===== src/rtl/spi_tx_arb_pkg.sv =====
// Shared types and constants for the SPI transmit arbiter: FSM state
// encoding, grant-source codes and the default busy-timeout value.
package spi_tx_arb_pkg;

    typedef enum logic [2:0] {
        IDLE      = 3'd0,
        META_RD   = 3'd1,
        META_WR   = 3'd2,
        ISSUE     = 3'd3,
        WAIT_ACC  = 3'd4,
        WAIT_DONE = 3'd5
    } arb_state_t;

    typedef enum logic [1:0] {
        GNT_ID   = 2'd0,
        GNT_DIN  = 2'd1,
        GNT_META = 2'd2,
        GNT_DATA = 2'd3
    } gnt_src_t;

    localparam int          TIMEOUT_W_DEFAULT = 16;
    localparam logic [15:0] TIMEOUT_DEFAULT   = 16'hFFFF;

    // A dump ends on the 0x00 terminator byte or on the last ROM address,
    // whichever comes first; the terminator itself is still transmitted.
    function automatic logic meta_is_last(input logic [7:0] rdata,
                                          input logic       addr_at_max);
        return (rdata == 8'h00) || addr_at_max;
    endfunction

endpackage


===== src/rtl/spi_tx_arb_timeout.sv =====
// Per-transfer busy watchdog: counts cycles while enabled, restarts on
// clear, and flags when the count has reached the terminal value.
module spi_tx_arb_timeout #(
    parameter int                   TIMEOUT_W = 16,
    parameter logic [TIMEOUT_W-1:0] TIMEOUT   = '1
) (
    input  logic clock,
    input  logic extReset_n,
    input  logic clr,
    input  logic en,
    output logic tc
);

    logic [TIMEOUT_W-1:0] count;

    // Cycle counter; clear has priority over enable.
    always_ff @(posedge clock or negedge extReset_n) begin
        if (!extReset_n) begin
            count <= '0;
        end else if (clr) begin
            count <= '0;
        end else if (en) begin
            count <= count + 1'b1;
        end
    end

    assign tc = (count == TIMEOUT);

endmodule


===== src/rtl/spi_tx_arbiter.sv =====
// Shares the single spi_transmitter send path between the sample stream,
// the metadata dump and the ID / dataIn query responses. One transfer is
// in flight at a time; each is supervised by a busy timeout.
module spi_tx_arbiter
    import spi_tx_arb_pkg::*;
#(
    parameter int                   META_AW   = 5,
    parameter int                   TIMEOUT_W = TIMEOUT_W_DEFAULT,
    parameter logic [TIMEOUT_W-1:0] TIMEOUT   = TIMEOUT_W'(TIMEOUT_DEFAULT)
) (
    input  logic               clock,
    input  logic               extReset_n,
    input  logic               data_req,
    input  logic [31:0]        data_word,
    input  logic [3:0]         data_valid,
    output logic               data_ack,
    input  logic               meta_start,
    output logic [META_AW-1:0] meta_addr,
    input  logic [7:0]         meta_rdata,
    output logic               meta_active,
    input  logic               query_id,
    input  logic               query_dataIn,
    output logic               tx_send,
    output logic [31:0]        tx_sendData,
    output logic [3:0]         tx_sendValid,
    output logic               tx_writeMeta,
    output logic [7:0]         tx_metaData,
    output logic               tx_queryId,
    output logic               tx_queryDataIn,
    input  logic               tx_busy,
    output logic               arb_busy,
    output logic               timeout_err
);

    arb_state_t state;
    logic       pend_id;
    logic       pend_din;
    logic       pend_meta;
    logic       meta_last;

    logic       any_pend;
    logic       gnt_vld;
    gnt_src_t   gnt_src;
    logic       to_clr;
    logic       to_en;
    logic       to_tc;
    logic       to_hit;

    spi_tx_arb_timeout #(
        .TIMEOUT_W (TIMEOUT_W),
        .TIMEOUT   (TIMEOUT)
    ) u_timeout (
        .clock      (clock),
        .extReset_n (extReset_n),
        .clr        (to_clr),
        .en         (to_en),
        .tc         (to_tc)
    );

    // Fixed-priority grant decision and watchdog control.
    always_comb begin
        any_pend = pend_id | pend_din | pend_meta;
        gnt_vld  = (state == IDLE) && !tx_busy && (any_pend || data_req);
        gnt_src  = GNT_DATA;
        if (pend_id) begin
            gnt_src = GNT_ID;
        end else if (pend_din) begin
            gnt_src = GNT_DIN;
        end else if (pend_meta) begin
            gnt_src = GNT_META;
        end
        to_clr = (state == WAIT_ACC);
        to_en  = (state == WAIT_DONE) && tx_busy && !to_tc;
        to_hit = (state == WAIT_DONE) && tx_busy && to_tc;
    end

    assign arb_busy = (state != IDLE) | any_pend | data_req;

    // Request latches: one flag per pulse source; repeats while pending are
    // absorbed, and meta_start is ignored while a dump is running.
    always_ff @(posedge clock or negedge extReset_n) begin
        if (!extReset_n) begin
            pend_id   <= 1'b0;
            pend_din  <= 1'b0;
            pend_meta <= 1'b0;
        end else begin
            if (gnt_vld && (gnt_src == GNT_ID)) begin
                pend_id <= 1'b0;
            end else if (query_id) begin
                pend_id <= 1'b1;
            end

            if (gnt_vld && (gnt_src == GNT_DIN)) begin
                pend_din <= 1'b0;
            end else if (query_dataIn) begin
                pend_din <= 1'b1;
            end

            if (to_hit || (gnt_vld && (gnt_src == GNT_META))) begin
                pend_meta <= 1'b0;
            end else if (meta_start && !meta_active) begin
                pend_meta <= 1'b1;
            end
        end
    end

    // Transfer sequencer with registered strobes and status outputs.
    always_ff @(posedge clock or negedge extReset_n) begin
        if (!extReset_n) begin
            state          <= IDLE;
            data_ack       <= 1'b0;
            meta_addr      <= '0;
            meta_active    <= 1'b0;
            meta_last      <= 1'b0;
            tx_send        <= 1'b0;
            tx_sendData    <= '0;
            tx_sendValid   <= '0;
            tx_writeMeta   <= 1'b0;
            tx_metaData    <= '0;
            tx_queryId     <= 1'b0;
            tx_queryDataIn <= 1'b0;
            timeout_err    <= 1'b0;
        end else begin
            tx_send        <= 1'b0;
            tx_writeMeta   <= 1'b0;
            tx_queryId     <= 1'b0;
            tx_queryDataIn <= 1'b0;
            data_ack       <= 1'b0;

            if (to_hit) begin
                timeout_err <= 1'b1;
            end else if (meta_start || query_id || query_dataIn) begin
                timeout_err <= 1'b0;
            end

            case (state)
                IDLE: begin
                    if (gnt_vld) begin
                        case (gnt_src)
                            GNT_ID: begin
                                tx_queryId <= 1'b1;
                                state      <= ISSUE;
                            end
                            GNT_DIN: begin
                                tx_queryDataIn <= 1'b1;
                                state          <= ISSUE;
                            end
                            GNT_META: begin
                                meta_addr   <= '0;
                                meta_active <= 1'b1;
                                state       <= META_RD;
                            end
                            GNT_DATA: begin
                                tx_send      <= 1'b1;
                                tx_sendData  <= data_word;
                                tx_sendValid <= data_valid;
                                data_ack     <= 1'b1;
                                state        <= ISSUE;
                            end
                        endcase
                    end
                end
                // ROM output lags the address by one cycle.
                META_RD: begin
                    state <= META_WR;
                end
                META_WR: begin
                    tx_writeMeta <= 1'b1;
                    tx_metaData  <= meta_rdata;
                    meta_last    <= meta_is_last(meta_rdata, &meta_addr);
                    state        <= WAIT_ACC;
                end
                ISSUE: begin
                    state <= WAIT_ACC;
                end
                // Transmitter needs a cycle to raise busy after the strobe.
                WAIT_ACC: begin
                    state <= WAIT_DONE;
                end
                WAIT_DONE: begin
                    if (!tx_busy) begin
                        if (meta_active && !meta_last) begin
                            meta_addr <= meta_addr + 1'b1;
                            state     <= META_RD;
                        end else begin
                            meta_active <= 1'b0;
                            state       <= IDLE;
                        end
                    end else if (to_tc) begin
                        meta_active <= 1'b0;
                        state       <= IDLE;
                    end
                end
                default: begin
                    state <= IDLE;
                end
            endcase
        end
    end

endmodule

===== config.mk =====
export PLATFORM = sky130hd
export DESIGN_NAME = spi_tx_arbiter
export DESIGN_NICKNAME = d
export VERILOG_FILES = /design/src/rtl/spi_tx_arb_pkg.sv /design/src/rtl/spi_tx_arb_timeout.sv /design/src/rtl/spi_tx_arbiter.sv
export SDC_FILE = /design/constraint.sdc
export NUM_CORES = 1
export LEC_CHECK = 0
export ABC_AREA = 1
export ABC_CLOCK_PERIOD_IN_PS = 2400
export CORE_ASPECT_RATIO = 0.75
export CORE_UTILIZATION = 40
export CTS_CLUSTER_SIZE = 16
export DETAILED_ROUTE_END_ITERATION = 10
export PLACE_DENSITY = 0.76
export SYNTH_ARGS = -nofsm -noshare
export SYNTH_HDL_FRONTEND = slang
export SYNTH_HIERARCHICAL = 1
export SYNTH_SLANG_ARGS = --single-unit

===== constraint.sdc =====
create_clock -name clock -period 2.4 [get_ports clock]
set_input_delay 0.72 -clock clock [delete_from_list [all_inputs] [get_ports clock]]
set_output_delay 0.72 -clock clock [all_outputs]
set_load 0.005 [all_outputs]

==> results of run 1 <==
cell type report:
type                       count  area (um^2)  area share (%)
tap                          105        131.4           2.654
timing repair buffer         113         1125           22.72
clock buffer                  11        252.7           5.105
multi-input combinational    293         1284           25.93
inverter                      43        166.4           3.361
clock inverter                 5        40.04          0.8087
sequential                    78         1952           39.42
cell usage in the layout (no fill, tap or decap), drive strengths merged:
master         netlist  routed
clkbuf               1      11
dlygate4sd2          0       1
o22ai                1       1
nor3b                1       1
buf                  8       7
nor4                 1       1
clkinvlp             0       3
nand2              181     181
ha                   3       3
nor2                46      46
nand4                4       4
clkdlybuf4s50        0     105
or2                  1       1
inv                 43      45
xnor2                1       1
nor3                 3       3
dfrtp               78      78
a21oi               10      10
o21ai               23      23
nand3b               1       1
nand3               17      17
power groups by stage:
stage,Combinational [uW],Sequential (uW),Clock [uW]
floorplan,402,1600,0
global placement,790,1600,0
detailed placement,817,1610,0
CTS,826,1590,1350
global route,912,1610,1420
finish,819,1590,1320
through the flow:
step,utilization (%),cell area [um^2]
finish,60.91,4951
global route,60.91,4951
CTS,60.84,4945
detailed placement,57.25,4653
global placement,57.25,4653
floorplan,-,3461
critical path, cell delays in order (launching register included):
cell and delay, ns:
dfrtp_1 0.41, inv_2 0.07, nand2_1 0.06, nor2_1 0.28, nand3_1 0.15, dlygate4sd2_1 0.30
cell usage after synthesis, types with 2 or more instances:
cell type / count
nor3_1: 3
buf_6: 3
ha_1: 3
o21ai_0: 20
buf_2: 4
a21oi_1: 10
nor2_4: 2
dfrtp_1: 78
nand2_2: 3
inv_2: 4
nand4_1: 4
nor2_2: 5
nand2_1: 176
nand3_1: 16
nand2_4: 2
inv_1: 38
nor2_1: 39
o21ai_1: 3
layer usage:
metal	up-vias	global-route usage [%]	share of wire, %
met4	0	6.000	1.2
met5	-	0	0
li1	1544	-	-
met1	1408	24.25	45
met2	93	30.38	47
met3	7	6.986	6.3
worst min path at each step:
stage	slack, ns	to	start
6_report	0.34	tx_sendData[7]	extReset_n
5_1_grt	0.38	tx_sendData[15]	extReset_n
4_1_cts	0.36	tx_sendData[7]	extReset_n
3_5_place_dp	0.46	tx_sendData[15]	tx_sendData[15]
3_3_place_gp	0.46	tx_sendData[7]	tx_sendData[7]
2_1_floorplan	0.42	meta_active	extReset_n
flip-flops by register name (all words and copies together), names as in the netlist:
signal and cells:
meta_last 1, meta_addr 5, tx_queryDataIn 1, tx_queryId 1
u_timeout/count 16, pend_meta 1, tx_sendValid 4, meta_active 1
tx_metaData 8, timeout_err 1, pend_din 1, tx_send 1
pend_id 1, tx_writeMeta 1, state 3, tx_sendData 32
what timing repair did:
item	in CTS	in global routing
gates cloned	0	0
setup buffers	0	0
resized for setup	1	1
setup endpoints to repair	1	2
logic make-up (layout without fill, tap and decap cells):
logic type,after synthesis,in the layout,share of synthesized area (%)
fa+ha+maj,3,3,1.085
compound gates,34,34,4.953
xor+xnor,1,1,0.2531
flops,78,78,56.40
buf+inv,52,172,6.688
simple gates,255,255,30.62
==> reports/metrics.cfg, run 1 <==
[synthesis]
syn_nets=477
synth_cells=423
synth_top_area_share_pct=56.40
ys_warn_count=6
synth_edf_count=0
ys_top_cells_by_area=dfrtp_1 (56%), nand2_1 (19%), nor2_1 (4.2%), inv_1 (4.1%), o21ai_0 (2.9%)
synthesis.area_um2=3461
synthDistinctLibCells=28
synth_ff_type=dfrtp_1
seq_area_frac_synth_pct=56.40
yosysTopAreaCell=dfrtp_1
syn_area_per_cell_um2=8.182
ys_ff_latch=78
async_flop_share_pct=100.0

[worst_setup_path]
path_class=reg2out
r2r_end=u_timeout/count[11]
r2r-start=u_timeout/count[0]
worstRegToRegCells=13
crit_path_max_fanout=4
r2r_slack_ns=0.15
critPathRequiredTime_ns=1.68
critPathLaunch=pend_id
worst-endpoint-arrival_ns=1.59
endpoint=arb_busy
startpoint_type=flop
crit_path_end_kind=output port

[sta]
whs_ns=0.3432
maxSlewViolCount=0
final.setup.worst_slack_ns=0.09180
finClkSkew_ns=0.009501
period_minus_slack_ns=2.308
maxSlewHeadroom_pct=64.29
tns_ns=0
hold_viol_final=0
finalSetupViolCount=0
clock.fmax_mhz=433.2
fin_crit_sh_pct=96.18
tightest_slew_ns=0.5342

[clocking]
clk-insertion-delay-late_ns=0.33
cts_root_buf=clkbuf_16
clkTransAtPathRegs_ns=0.06
cts_sinks=78
cts_buffers=9
cts.path.max_buffers=2
holdBufCountCts=0
cts_tree=built
htreeDepth=3

[placement]
portBuffers=107
post-place-ws_ns=-0.1504
gp_congestion=0.7897
dp_hpwl_mm=5.871
dp.cells=632

[min_path]
hold_class=in2async

[run_status]
status=finished clean

[power_and_ir_drop]
power_frac_comb_pct=22.0
swShare_pct=29.49
power_frac_seq_pct=42.8
intPower_uw=2630
powerDensity_nw_per_um2=753.2
ir_worst_vdd_mv=0.4459
leakagePower_uw=0.002462
clkPwrFrac_pct=35.3
fin_total_pwr_uw=3729
p_sw_uw=1100

[floorplan]
die_y_um=82.56
start_util_pct=42.58
core-area_um2=8128
die_area_um2=9032
dieWidth_um=109.4
io_pins=108
num_rows=28

[final_layout]
n_antenna_cell=0
num-nets-final=592
fin_cells=648
area_delta_synth_final_pct=43.06
drive_gt1_share_pct=7.919
num-fill-cells=729

[global_routing]
grt_pass1_vias=2814
grt_pass1_wl_mm=12.93
overflow=0
grtUsageTotal_pct=19.05
antenna_found_initial=0
grt_max_degree=42

[route]
ant_nets=0
avgViaCountPerCell=4.710
wl_per_cell_um=12.83
drt_pre_antenna_iters=5
drt-total-wl_mm=8.314
drt_iter0_markers=154
vias=3052
drc=0

[job]
maxCapViolCount=0

Note: power is estimated with default switching activity, not from simulation.
==> run 2: changes to the inputs <==
- ABC_CLOCK_PERIOD_IN_PS: 2400 -> 2240
- SETUP_SLACK_MARGIN: unset -> 0.15
- clock period: 2.4 -> 2.24 ns (I/O delays scaled with it)
==> reports/metrics.cfg, run 2 (synthesized netlist as in run 1, its figures left out) <==
[worst_setup_path]
critPathRequiredTime_ns=1.57
crit_path_end_kind=output port
critPathLaunch=state[1]
startpoint_type=flop
r2r_slack_ns=0.25
crit_path_max_fanout=4
worst-endpoint-arrival_ns=1.36
r2r-start=u_timeout/count[1]
path_class=reg2out

[sta]
maxSlewViolCount=0
clock.fmax_mhz=491.1
hold_viol_final=0
period_minus_slack_ns=2.036
finalSetupViolCount=0
rsz0062_at_grt=no
fin_crit_sh_pct=90.91
finClkSkew_ns=0.01050
tightest_slew_ns=0.5180
tns_ns=0
maxSlewHeadroom_pct=65.37

[route]
vias=3122
avgViaCountPerCell=4.702
drc=0
drt-total-wl_mm=8.589
drt_pre_antenna_iters=4
drt_iter0_markers=107
ant_nets=0
wl_per_cell_um=12.94

[clocking]
clkTransAtPathRegs_ns=0.06
clk-insertion-delay-late_ns=0.33
cts_sinks=78
cts_tree=built
htreeDepth=3
holdBufCountCts=0
cts_root_buf=clkbuf_16
cts_buffers=9
cts.path.max_buffers=2

[floorplan]
core-area_um2=8128
die_area_um2=9032
io_pins=108
start_util_pct=42.58
dieWidth_um=109.4
die_y_um=82.56
num_rows=28

[global_routing]
grt_max_degree=79
grt_pass1_vias=2922
grt_pass1_wl_mm=13.33
overflow=0
grtUsageTotal_pct=19.32
antenna_found_initial=0

[placement]
dp_hpwl_mm=5.874
portBuffers=107
placed_area_um2=4703
gp_congestion=0.7963

[power_and_ir_drop]
leakagePower_uw=0.002594
ir_worst_vdd_mv=0.5073
powerDensity_nw_per_um2=831.0

[final_layout]
top_regs=tx_sendData: 32 flops, u_timeout/count: 16 flops, tx_metaData: 8 flops
num-fill-cells=675
area_delta_synth_final_pct=50.36
fin_area_um2=5204
drive_gt1_share_pct=12.70
final_common_cell=nand2_1
final_cell_mix=nand2_1 (172), clkdlybuf4s50_1 (105), dfrtp_1 (78)
regMostFlops=tx_sendData
num-nets-final=608
largest_reg_flops=32
n_antenna_cell=0

[job]
maxCapViolCount=0

[run_status]
status=finished clean

[min_path]
hold_class=in2async

[run 2: worst paths after layout]
check / to / depth (start not counted)
max: arb_busy / 5
min: tx_sendData[15] / 2
max reg2reg: u_timeout/count[3] / 12
min reg2reg: tx_sendData[24] / 2
max in group asynchronous: state[1] / 2
min in group clock: tx_sendData[24] / 2
[run 2: metal layers]
layer	wire length, um	vias up	track usage [%]
met4	113	0	6.000
met5	0	-	0
met2	4232	87	32.39
met3	457	9	6.044
met1	3785	1455	24.01
li1	-	1571	-
[run 2: layout make-up]
type	instances	area (um^2)	share of cell area (%)
repair buffers	129	1254	24.09
clock inverters	5	106.4	2.044
multi-input cells	293	1361	26.16
flip-flops and latches	78	1952	37.51
clock buffers	11	232.7	4.472
well taps	105	131.4	2.525
inverters	43	166.4	3.198
[run 2: power by group]
part	switching (uW)	leakage [uW]	total, uW	internal, uW
clock	548	0.000160	1640	1090
sequential	134	0.00105	1710	1580
combinational	492	0.00138	969	477
[run 2: through the flow]
stage	hold WS [ns]	utilization [%]	std cells	setup slack [ns]	power [uW]
2_1_floorplan	0.3764	-	423	0.3347	2150
3_3_place_gp	0.4612	57.87	637	-0.1623	2591
3_5_place_dp	0.4636	57.87	637	-0.1796	2633
4_1_cts	0.3722	62.47	656	0.1712	4315
5_1_grt	0.3842	64.02	664	0.1120	4542
6_report	0.3502	64.02	664	0.2037	4324
[run 2: critical path: stages, from the launching register on]
cell,delay (ns)
dfrtp_1,0.42
nor2_1,0.15
nand2_1,0.10
inv_1,0.15
nand3_1,0.09
buf_2,0.14
[run 2: timing repair]
action                                 4_1_cts  5_1_grt
setup buffers                                3        8
pin swaps                                    3        9
gates resized for setup                      7       20
endpoints found under the hold margin        0        0
setup endpoints to repair                   15       14
